[config.mk]
export PLATFORM = sky130hd
export DESIGN_NAME = instr_fetch_ctrl_flat
export DESIGN_NICKNAME = d
export VERILOG_FILES = /design/src/rtl/instr_fetch_ctrl_if.sv /design/src/rtl/instr_fetch_ctrl.sv /design/src/flat_wrapper.sv
export SDC_FILE = /design/constraint.sdc
export NUM_CORES = 1
export LEC_CHECK = 0
export ABC_AREA = 0
export BUFFER_PORTS_ARGS = -buffer_cell sky130_fd_sc_hd__buf_2
export CORE_MARGIN = 1.5
export CORE_UTILIZATION = 40
export CTS_BUF_LIST = sky130_fd_sc_hd__clkbuf_4
export CTS_CLUSTER_SIZE = 20
export DETAILED_ROUTE_END_ITERATION = 7
export GPL_TIMING_DRIVEN = 0
export PLACE_DENSITY = 0.74
export SETUP_SLACK_MARGIN = 0.2
export SYNTH_ARGS = -nofsm -noshare
export SYNTH_HDL_FRONTEND = slang
export SYNTH_SLANG_ARGS = --single-unit
[constraint.sdc]
create_clock -name clk -period 2.7 [get_ports clk]
set_input_delay 0.54 -clock clk [delete_from_list [all_inputs] [get_ports clk]]
set_output_delay 0.54 -clock clk [all_outputs]
set_load 0.05 [all_outputs]
[src/rtl/instr_fetch_ctrl_if.sv]
// Instruction-bus and fetch-queue-push signal bundle for instr_fetch_ctrl.
// The master modport is the fetch controller side.
// The slave modport is the bus and queue side.
interface instr_fetch_ctrl_if;
  logic        ibus_req;
  logic [31:0] ibus_addr;
  logic        ibus_ack;
  logic [31:0] ibus_rdata;
  logic        q_in_req;
  logic        q_in_16bit;
  logic [31:0] q_in;
  logic        q_clr;
  logic [1:0]  q_vacant;

  modport master (
    output ibus_req, ibus_addr, q_in_req, q_in_16bit, q_in, q_clr,
    input  ibus_ack, ibus_rdata, q_vacant
  );

  modport slave (
    input  ibus_req, ibus_addr, q_in_req, q_in_16bit, q_in, q_clr,
    output ibus_ack, ibus_rdata, q_vacant
  );
endinterface

[src/rtl/instr_fetch_ctrl.sv]
// instr_fetch_ctrl: upstream stage of the instruction fetch queue.
// - Holds the fetch PC and issues one word read at a time on the instruction bus.
// - Pushes the returned word into the queue, or only its upper halfword when the PC
//   points at the odd halfword.
// - A redirect clears the queue and reloads the PC. A read that is still in flight
//   is completed on the bus and its data is dropped.
// Optional build macro IFETCH_STALL_CNT_EN adds a saturating stall_cnt output.
// stall_cnt counts bus cycles that are waiting for an ack.
module instr_fetch_ctrl #(
  parameter logic [31:0] RESET_PC = 32'h0000_0000
) (
  input  logic        clk,
  input  logic        rstn,
  input  logic        fetch_en,
  input  logic        redirect,
  input  logic [31:0] redirect_pc,
  instr_fetch_ctrl_if.master bus,
  output logic [31:0] fetch_pc
`ifdef IFETCH_STALL_CNT_EN
  ,
  output logic [31:0] stall_cnt
`endif
);

  typedef enum logic [1:0] {
    IDLE    = 2'd0,
    REQ     = 2'd1,
    DISCARD = 2'd2
  } state_t;

  state_t      state, state_nxt;
  logic [31:0] pc, pc_nxt;
  logic [31:0] addr_q;
  logic        req_q;
  logic        push;
  logic        space;
  logic        unused_pc_bit0;

  // Redirect targets are halfword aligned, so bit 0 of redirect_pc is dropped.
  assign unused_pc_bit0 = redirect_pc[0];

  // An odd-halfword PC needs one slot; a word fetch needs two slots.
  assign space = pc[1] ? (bus.q_vacant >= 2'd1) : (bus.q_vacant == 2'd2);

  // Next-state, next-PC and push decode.
  always_comb begin
    state_nxt = state;
    pc_nxt    = pc;
    push      = 1'b0;
    case (state)
      IDLE: begin
        if (fetch_en && !redirect && space) state_nxt = REQ;
      end
      REQ: begin
        if (bus.ibus_ack) begin
          state_nxt = IDLE;
          if (!redirect) begin
            push   = 1'b1;
            pc_nxt = pc + (pc[1] ? 32'd2 : 32'd4);
          end
        end else if (redirect) begin
          state_nxt = DISCARD;
        end
      end
      DISCARD: begin
        if (bus.ibus_ack) state_nxt = IDLE;
      end
      default: state_nxt = IDLE;
    endcase
    // A redirect always wins over the sequential increment.
    if (redirect) pc_nxt = {redirect_pc[31:1], 1'b0};
  end

  // State, PC and registered bus request/address.
  always_ff @(posedge clk) begin
    if (!rstn) begin
      state  <= IDLE;
      pc     <= RESET_PC;
      addr_q <= {RESET_PC[31:2], 2'b00};
      req_q  <= 1'b0;
    end else begin
      state <= state_nxt;
      pc    <= pc_nxt;
      req_q <= (state_nxt != IDLE);
      // The address is latched only at issue, so DISCARD keeps the old address.
      if (state == IDLE && state_nxt == REQ) addr_q <= {pc[31:2], 2'b00};
    end
  end

`ifdef IFETCH_STALL_CNT_EN
  // Count the cycles a read waits on the bus, saturating at all-ones.
  always_ff @(posedge clk) begin
    if (!rstn) begin
      stall_cnt <= 32'd0;
    end else if (state != IDLE && !bus.ibus_ack && stall_cnt != 32'hFFFF_FFFF) begin
      stall_cnt <= stall_cnt + 32'd1;
    end
  end
`endif

  assign bus.ibus_req   = req_q;
  assign bus.ibus_addr  = addr_q;
  assign bus.q_in_req   = push;
  assign bus.q_in_16bit = push & pc[1];
  assign bus.q_in       = pc[1] ? {16'h0000, bus.ibus_rdata[31:16]} : bus.ibus_rdata;
  assign bus.q_clr      = redirect;
  assign fetch_pc       = pc;

endmodule

[src/flat_wrapper.sv]
// flat-port wrapper written by rule: the top's interface ports become plain ports
module instr_fetch_ctrl_flat 
#(
  parameter logic [31:0] RESET_PC = 32'h0000_0000
)
  (clk, rstn, fetch_en, redirect, redirect_pc, fetch_pc, bus_ibus_req, bus_ibus_addr, bus_q_in_req, bus_q_in_16bit, bus_q_in, bus_q_clr, bus_ibus_ack, bus_ibus_rdata, bus_q_vacant);
  instr_fetch_ctrl_if bus_i ();
  input  logic clk;
  input  logic rstn;
  input  logic fetch_en;
  input  logic redirect;
  input  logic [31:0] redirect_pc;
  output logic [31:0] fetch_pc;
  output wire logic [$bits(bus_i.ibus_req)-1:0] bus_ibus_req;
  output wire logic [$bits(bus_i.ibus_addr)-1:0] bus_ibus_addr;
  output wire logic [$bits(bus_i.q_in_req)-1:0] bus_q_in_req;
  output wire logic [$bits(bus_i.q_in_16bit)-1:0] bus_q_in_16bit;
  output wire logic [$bits(bus_i.q_in)-1:0] bus_q_in;
  output wire logic [$bits(bus_i.q_clr)-1:0] bus_q_clr;
  input wire logic [$bits(bus_i.ibus_ack)-1:0] bus_ibus_ack;
  input wire logic [$bits(bus_i.ibus_rdata)-1:0] bus_ibus_rdata;
  input wire logic [$bits(bus_i.q_vacant)-1:0] bus_q_vacant;
  assign bus_ibus_req = bus_i.ibus_req;
  assign bus_ibus_addr = bus_i.ibus_addr;
  assign bus_q_in_req = bus_i.q_in_req;
  assign bus_q_in_16bit = bus_i.q_in_16bit;
  assign bus_q_in = bus_i.q_in;
  assign bus_q_clr = bus_i.q_clr;
  assign bus_i.ibus_ack = bus_ibus_ack;
  assign bus_i.ibus_rdata = bus_ibus_rdata;
  assign bus_i.q_vacant = bus_q_vacant;
  instr_fetch_ctrl #(.RESET_PC(RESET_PC)) u_core (.clk(clk), .rstn(rstn), .fetch_en(fetch_en), .redirect(redirect), .redirect_pc(redirect_pc), .bus(bus_i), .fetch_pc(fetch_pc));
endmodule
## Yosys cells after proc, flatten, opt, wreduce, memory -nomap -nowiden

Cells that the tools add are included.

| storage, ports and cells | value |
|---|---|
| output and inout port bits | 100 |
| bits in registers | 65 |

| cells by class | value |
|---|---|
| add/sub/neg operators | 1 |
| reductions and logical operators | 11 |
| eq/ne operators | 4 |
| magnitude comparators | 1 |
| mux-type cells | 14 |
| bitwise logic cells | 2 |

Operator list:

| kind | count |
|---|---|
| 32-bit 2-to-1 mux | 4 |
| 32-bit adder | 1 |
| 2-bit 2-to-1 mux | 4 |
| 2-bit one-hot mux with 3 select lines | 1 |
| 2-bit nonzero test | 3 |
| 2-bit by 1-bit equality test with 1-bit output (second input constant) | 2 |
| 2-bit equality test (second input constant) | 2 |
| 1-bit 2-to-1 mux | 4 |
| 2-bit AND reduction | 2 |
| 1-bit logical AND | 3 |
| 3-bit 2-to-1 mux | 1 |
| 2-bit by 1-bit >= comparator with 1-bit output (second input constant) | 1 |
| 2-bit logical NOT | 1 |
| 2-bit OR reduction | 1 |
| 1-bit AND | 1 |
| 1-bit logical NOT | 1 |
| 1-bit NOT | 1 |

## Longest topological paths before layout

Gate-level depths: netlist (run 1).

| depth | value |
|---|---|
| depth after elaboration | 7 |
| gate-level depth with buffers | 9 |

## Worst setup path before layout (run 1)

OpenSTA, ideal clock, no wires.

| timing path | value |
|---|---|
| kind | reg2reg |
| start | register u_core.pc[1], in the netlist u_core.fetch_pc[1] |
| end | register u_core.pc[18], in the netlist u_core.fetch_pc[18] |
| period minus slack after synthesis | 3.061 ns |
| library setup time | 0.074 ns |
| stages on the path, launching flop included | 10 |
| slack | -0.361 ns |
| data required time | 2.626 ns |
| arrival | 2.987 ns |
| cell sequence | dfxtp_1 buf_4 clkbuf_1 inv_1 ha_1 a21oi_1 or4_1 buf_2 or4_1 a31oi_1 |

| on the way | value |
|---|---|
| cells in the longest elaborated chain, start to end | 5 |

Ends and longest elaborated chain:

| what | RTL line | text |
|---|---|---|
| start, declared | instr_fetch_ctrl.sv:32 | `logic [31:0] pc, pc_nxt;` |
| start signal, assigned | instr_fetch_ctrl.sv:83 | `pc <= pc_nxt;` |
| 3-bit 2-to-1 mux | instr_fetch_ctrl.sv:59 | `pc_nxt = pc + (pc[1] ? 32'd2 : 32'd4);` |
| 32-bit adder (*) | instr_fetch_ctrl.sv:59 |  |
| 32-bit 2-to-1 mux (*) | instr_fetch_ctrl.sv:55 | `if (bus.ibus_ack) begin` |
| 32-bit 2-to-1 mux (*) | instr_fetch_ctrl.sv:50 | `case (state)` |
| 32-bit 2-to-1 mux (*) | instr_fetch_ctrl.sv:71 | `if (redirect) pc_nxt = {redirect_pc[31:1], 1'b0};` |

Mark *: on every way between the ends. The rest lies on a longest branch, timed or not. The select of a mux whose other input is x is not followed.
A chain may end at the register's enable or synchronous reset.

## Worst setup path after layout (run 1)

Ends and elaborated chain as after synthesis.

==> results.ini, run 1 <==
[grt]
antenna_found_initial = 0
overflow = 0
busiest_layer = met2
grt_util_met1 = 0.2782
grt_pass1_wl_um = 17150
grt_use_total = 0.2459
grtUsageMet3 = 0.04344
use_met2 = 0.4566
grt_max_degree = 12
grt_pass1_vias = 3537

[routing]
wl_per_cell_um = 15.75
first_iter_violations = 210
drc_errors = 0
vias = 3883
finalWirelength_um = 11330
ant_nets = 0
via_per_inst = 5.401
firstDrtPassIters = 6

[outcome]
outcome = finished, final reports clean

[sta]
setup_tns_ns = 0
fmax_mhz = 414.2
finalCritPeriodShare = 0.8942
worst_slew_pin_slew_ns = 0.8030
rsz0062_at_grt = no
final.setup_skew_ns = 0.01138
slew_headroom = 0.4602
fin_hold_ws_ns = 0.3387
setup_viol = 0
final-hold-violation-count = 0
fin_crit_ns = 2.414
slew_violations = 0

[synthesis]
ys_types = 46
yosys-top-cells-count = nand2_1 (79), dfxtp_1 (64), a21boi_0 (32)
yosys_register_bits = 64
synth.cell_area_um2 = 3445
synth_top_cell_by_area = dfxtp_1
async_reset_ff_frac = 0
synth_top_area_frac = 0.3720
syn_inst = 425
ys.warnings.count = 0
synth_most_common_cell = nand2_1
ys_seq_area_frac = 0.3720
synth_flop_cell = dfxtp_1
ys_top_cells_by_area = dfxtp_1 (37%), nand2_1 (8.6%), a21boi_0 (7.0%)
syn_avg_cell_area_um2 = 8.105
synth-edff-count = 0

[pwr]
combPwrFrac = 0.274
total_power_mw = 2.319
power_frac_seq = 0.451
p_int_mw = 1.446
clkPwrFrac = 0.274
sw_frac_of_total = 0.3767
power_density_nw_per_um2 = 495.9
ir_drop_v = 0.0001976
p_leak_nw = 1.985
p_sw_uw = 873.6

[setup_path]
cpPeakStageDelay_ns = 0.53
crit_path_top_delay_cell = or4_4
critPathCaptureType = register
path_max_fanout = 7
cpMostUsedCell = buf_8
cp.required_ns = 2.98
worstSetupStartpointType = register
crit_type = reg2reg
cp_cell_sequence = buf_8 -> clkbuf_16 -> inv_4 -> ha_4 -> a21oi_4 -> or4_4 -> buf_8 -> clkbuf_2 -> o31ai_1 -> a31oi_1
crit_arrival_ns = 2.70
reg2reg_slack_ns = 0.29
crit_buf_inv = 5
crit_family = buffers and inverters

[layout]
antenna_cells = 0
num-nets-final = 682
multi_input_area_um2 = 2039
fillCellCount = 784
areaGrowthSynthToFinish_pct = 35.78
drive_gt1_frac = 0.3648
register_area_um2 = 1285
stdcell_count = 719

[floorplan]
dieHeight_um = 95.80
dieArea_um2 = 9177
die_w_um = 95.80
coreArea_um2 = 8258
start_util = 0.4171
pin_count = 171
row_count = 33

[clock_tree]
insertion_delay_ns = 0.42
cts_buffer_depth = 2
clock-sinks = 64
cts_tree = built
numCtsBuffers = 9
clk_pin_slew_ns = 0.11
htree_levels = 3
cts-root-buf = clkbuf_4

[worst_hold_path]
min_path_type = in2reg

[place]
post-place-cells = 696
io_buffers = 164
place.gp.congestion = 0.8275
hpwl_um = 8565

[run]
maxCapViolCount = 0

==> final cells by class <==
type	instances	share of cell area
multi-input combinational	323	0.4361
sequential	64	0.2747
timing repair buffer	171	0.1862
buffer	34	0.04173
tap	105	0.02809
clock buffer	9	0.01445
clock inverter	7	0.01338
inverter	6	0.005350
==> cells in the final DEF, fill, tap and decap left out, drive strengths merged, types with 6 or more instances in the layout <==
cell type / netlist / routed
nand4: 9 / 9
nor3: 11 / 11
nand2: 79 / 79
a31oi: 8 / 8
nor4: 10 / 10
dfxtp: 64 / 64
nand3: 17 / 17
nor2: 8 / 8
mux2: 17 / 17
buf: 6 / 177
clkbuf: 28 / 37
xnor2: 9 / 9
inv: 6 / 6
nor2b: 17 / 17
a21oi: 11 / 11
nand2b: 7 / 7
a21boi: 32 / 32
o21ai: 24 / 24
or4: 11 / 11
==> power by group through the flow <==
stage	combinational, mW	sequential [mW]	clock, mW
2_1_floorplan	0.321	1.19	0
3_3_place_gp	0.623	1.06	0
3_5_place_dp	0.628	1.07	0
4_1_cts	0.635	1.04	0.643
5_1_grt	0.672	1.05	0.684
6_report	0.637	1.05	0.637
==> final timing paths <==
path | startpoint | end | cells after the start
max | u_core.fetch_pc[1] | u_core.fetch_pc[18] | 10
min | redirect_pc[27] | u_core.fetch_pc[27] | 3
max reg2reg | u_core.fetch_pc[1] | u_core.fetch_pc[18] | 10
min reg2reg | u_core.bus.ibus_addr[13] | u_core.bus.ibus_addr[13] | 2
==> kinds of logic (layout without fill, tap and decap cells) <==
group           Yosys count  after routing  share of synthesized area
compound gates          104            104                     0.2063
xor+xnor                 10             10                    0.02543
fa+ha+maj                 2              2                   0.007264
buf+inv                  40            227                    0.04940
flops                    64             64                     0.3720
mux                      18             18                    0.05848
other cells               1              3                   0.001089
simple gates            186            186                     0.2801
==> flip-flops by register name (all words and copies together) (netlist names) <==
signal	cells
u_core.state	2
u_core.bus.ibus_addr	30
u_core.fetch_pc	31
u_core.bus.ibus_req	1
==> metrics by stage <==
step	utilization	worst slack [ns]	instance area (µm²)
detailed placement	0.5400	0.1453	4459
floorplan	-	0.1888	3507
global route	0.5664	0.1996	4677
global placement	0.5400	0.1552	4459
finish	0.5664	0.2855	4677
CTS	0.5602	0.2245	4626
==> worst min-delay path: cells and delay by family <==
kind / cells / cell delay [ns]
AO/OA/AOI/OAI: 1 / 0.05
AND/OR/NAND/NOR: 1 / 0.07
buffers and inverters: 1 / 0.07
==> layer usage <==
layer	share of wire	wire length (µm)	vias to the layer above
li1	-	-	1897
met1	0.39	4418	1789
met2	0.52	5855	177
met3	0.076	861	20
met4	0.017	192	0
met5	0	0	-
==> what timing repair did <==
item,in CTS,in global routing
buffers inserted,2,5
gates resized for setup,3,9
hold buffers,0,0
pin swaps,0,5
setup endpoints to repair,15,16
No activity file was read; power rests on OpenSTA's default activity.
==> inputs of run 2 (changes only) <==
CORE_UTILIZATION = 43   (was 40)
PLACE_DENSITY = 0.79   (was 0.74)
==> results.ini, run 2 (synthesis results as in run 1) <==
[outcome]
outcome = finished, final reports clean  ; unchanged

[floorplan]
dieHeight_um = 92.50  ; was 95.80 µm
start_util = 0.4458  ; was 0.4171
pin_count = 171  ; unchanged
die_w_um = 92.50  ; was 95.80 µm
coreArea_um2 = 7727  ; was 8258 µm²
dieArea_um2 = 8556  ; was 9177 µm²
row_count = 32  ; was 33

[pwr]
power_density_nw_per_um2 = 515.0  ; was 495.9 nW/µm²
ir_drop_v = 0.0002132  ; was 0.0001976 V
total_power_mw = 2.416  ; was 2.319 mW
p_leak_nw = 2.001  ; was 1.985 nW

[place]
dpl_cell_area_um2 = 4456  ; was 4459 µm²
hpwl_um = 8463  ; was 8565 µm
place.gp.congestion = 0.8844  ; was 0.8275
io_buffers = 164  ; unchanged

[grt]
overflow = 0  ; unchanged
antenna_found_initial = 0  ; unchanged
grt_pass1_vias = 3763  ; was 3537
grt_max_degree = 11  ; was 12
grt_pass1_wl_um = 17520  ; was 17150 µm
grt_use_total = 0.2638  ; was 0.2459

[setup_path]
cp.required_ns = 3.03  ; was 2.98 ns
crit_arrival_ns = 2.76  ; was 2.70 ns
crit_buf_inv = 4  ; was 5
r2r_cells = 9  ; was 10
worstSetupStartpointType = register  ; unchanged
cpMostUsedCell = or4_1  ; was buf_8
crit_family = simple AND/OR/NAND/NOR gates  ; was buffers and inverters
critPathCaptureType = register  ; unchanged
r2r-start = u_core.fetch_pc[1]  ; unchanged
cp_cell_sequence = buf_12 -> clkbuf_16 -> inv_4 -> ha_4 -> a21oi_4 -> or4_1 -> buf_2 -> or4_1 -> a31oi_1  ; was buf_8 -> clkbuf_16 -> inv_4 -> ha_4 -> a21oi_4 -> or4_4 -> buf_8 -> clkbuf_2 -> o31ai_1 -> a31oi_1
reg2reg_slack_ns = 0.27  ; was 0.29 ns
reg2reg_to = u_core.fetch_pc[22]  ; was u_core.fetch_pc[18]
path_max_fanout = 10  ; was 7
crit_type = reg2reg  ; unchanged
cpPeakStageDelay_ns = 0.50  ; was 0.53 ns
crit_path_top_delay_cell = or4_1  ; was or4_4

[routing]
via_per_inst = 5.467  ; was 5.401
first_iter_violations = 236  ; was 210
ant_nets = 0  ; unchanged
wl_per_cell_um = 15.69  ; was 15.75 µm
drc_errors = 0  ; unchanged
finalWirelength_um = 11220  ; was 11330 µm
firstDrtPassIters = 5  ; was 6
vias = 3909  ; was 3883

[layout]
areaGrowthSynthToFinish_pct = 36.18  ; was 35.78%
num-nets-final = 682  ; unchanged
antenna_cells = 0  ; unchanged
fillCellCount = 710  ; was 784
final_cell_mix = buf_2 (166), nand2_1 (79), dfxtp_1 (63)  ; was buf_2 (164), nand2_1 (79), dfxtp_1 (63)
drive_gt1_frac = 0.3670  ; was 0.3648
stdcell_area_um2 = 4691  ; was 4677 µm²
layout_commonest_cell = buf_2  ; unchanged
postLayoutCoreUtil = 0.6070  ; was 0.5664
largest_reg_flops = 31  ; unchanged

[clock_tree]
htree_levels = 3  ; unchanged
numCtsBuffers = 9  ; unchanged
cts_tree = built  ; unchanged
cts-root-buf = clkbuf_4  ; unchanged
clock-sinks = 64  ; unchanged
insertion_delay_ns = 0.42  ; about the same
cts_buffer_depth = 2  ; unchanged
clk_pin_slew_ns = 0.10  ; was 0.11 ns

[sta]
worst_slew_pin_slew_ns = 0.7617  ; was 0.8030 ns
fin_hold_ws_ns = 0.3519  ; was 0.3387 ns
slew_headroom = 0.4880  ; was 0.4602
final.setup_skew_ns = 0.01311  ; was 0.01138 ns
setup_viol = 0  ; unchanged
setup_tns_ns = 0  ; unchanged
fmax_mhz = 411.3  ; was 414.2 MHz
slew_violations = 0  ; unchanged
fin_crit_ns = 2.432  ; was 2.414 ns
finalCritPeriodShare = 0.9006  ; was 0.8942
rsz0062_at_grt = yes  ; was no
final-hold-violation-count = 0  ; unchanged

[worst_hold_path]
min_path_type = in2reg  ; unchanged
min_to = u_core.fetch_pc[27]  ; unchanged
holdPathStages = 3  ; unchanged
min-delay-start = redirect_pc[27]  ; unchanged

[run]
maxCapViolCount = 0  ; unchanged

==> run 2: cell count changes in the layout (fill, tap and decap cells not counted), sizes merged <==
cell / delta
clkinvlp: -2
clkbuf: +1
buf: +1
clkinv: -2
bufinv: +1
==> run 2: where the power goes <==
part	leakage [nW]	internal, mW	total, mW	switching [mW]
logic	1.39	0.192	0.642	0.451
registers	0.525	0.985	1.05	0.0610
clock network	0.0867	0.389	0.727	0.339
==> run 2: metrics by stage <==
stage               std cells  setup WS [ns]
detailed placement        693         0.1406
global placement          693         0.1747
finish                    715         0.2685
CTS                       712         0.2182
global route              715         0.1812
floorplan                 427         0.1888
==> run 2: metal layers <==
metal / routed length, µm / GRT usage
met5: 0 / 0
met4: 228 / 0.1218
met3: 954 / 0.04105
met2: 5898 / 0.4939
met1: 4137 / 0.2880
==> run 2: worst register-to-register path: stages, from the launching register on <==
cell and delay (ns):
dfxtp_4 0.37, buf_12 0.11, clkbuf_16 0.14, inv_4 0.05, ha_4 0.28, a21oi_4 0.07
or4_1 0.50, buf_2 0.17, or4_1 0.46, a31oi_1 0.19
==> run 2: how the worst max path moves through the flow <==
stage	from	slack, ns	cells past startpoint	endpoint
3_5_place_dp	u_core.fetch_pc[1]	0.14	9	u_core.fetch_pc[18]
5_1_grt	u_core.fetch_pc[3]	0.18	5	u_core.fetch_pc[15]
6_report	u_core.fetch_pc[1]	0.27	9	u_core.fetch_pc[22]
4_1_cts	u_core.fetch_pc[1]	0.22	8	u_core.fetch_pc[31]
3_3_place_gp	u_core.fetch_pc[1]	0.17	9	u_core.fetch_pc[18]
2_1_floorplan	u_core.fetch_pc[1]	0.19	9	u_core.fetch_pc[18]
==> run 2: cell type report <==
cell class | instances | area [µm²] | area share
tap | 102 | 127.6 | 0.02721
timing repair buffer | 171 | 870.8 | 0.1856
clock inverter | 4 | 70.07 | 0.01494
multi-input combinational | 323 | 2039 | 0.4348
sequential | 64 | 1285 | 0.2739
inverter | 6 | 25.02 | 0.005335
buffer | 34 | 190.2 | 0.04054
clock buffer | 11 | 82.58 | 0.01760
==> run 2: timing repair <==
action | CTS | global route
hold buffers | 0 | 0
setup endpoints to repair | 16 | 5
pin swaps | 0 | 5
gates cloned | 0 | 1
resized for setup | 5 | 3
setup buffers | 4 | 2
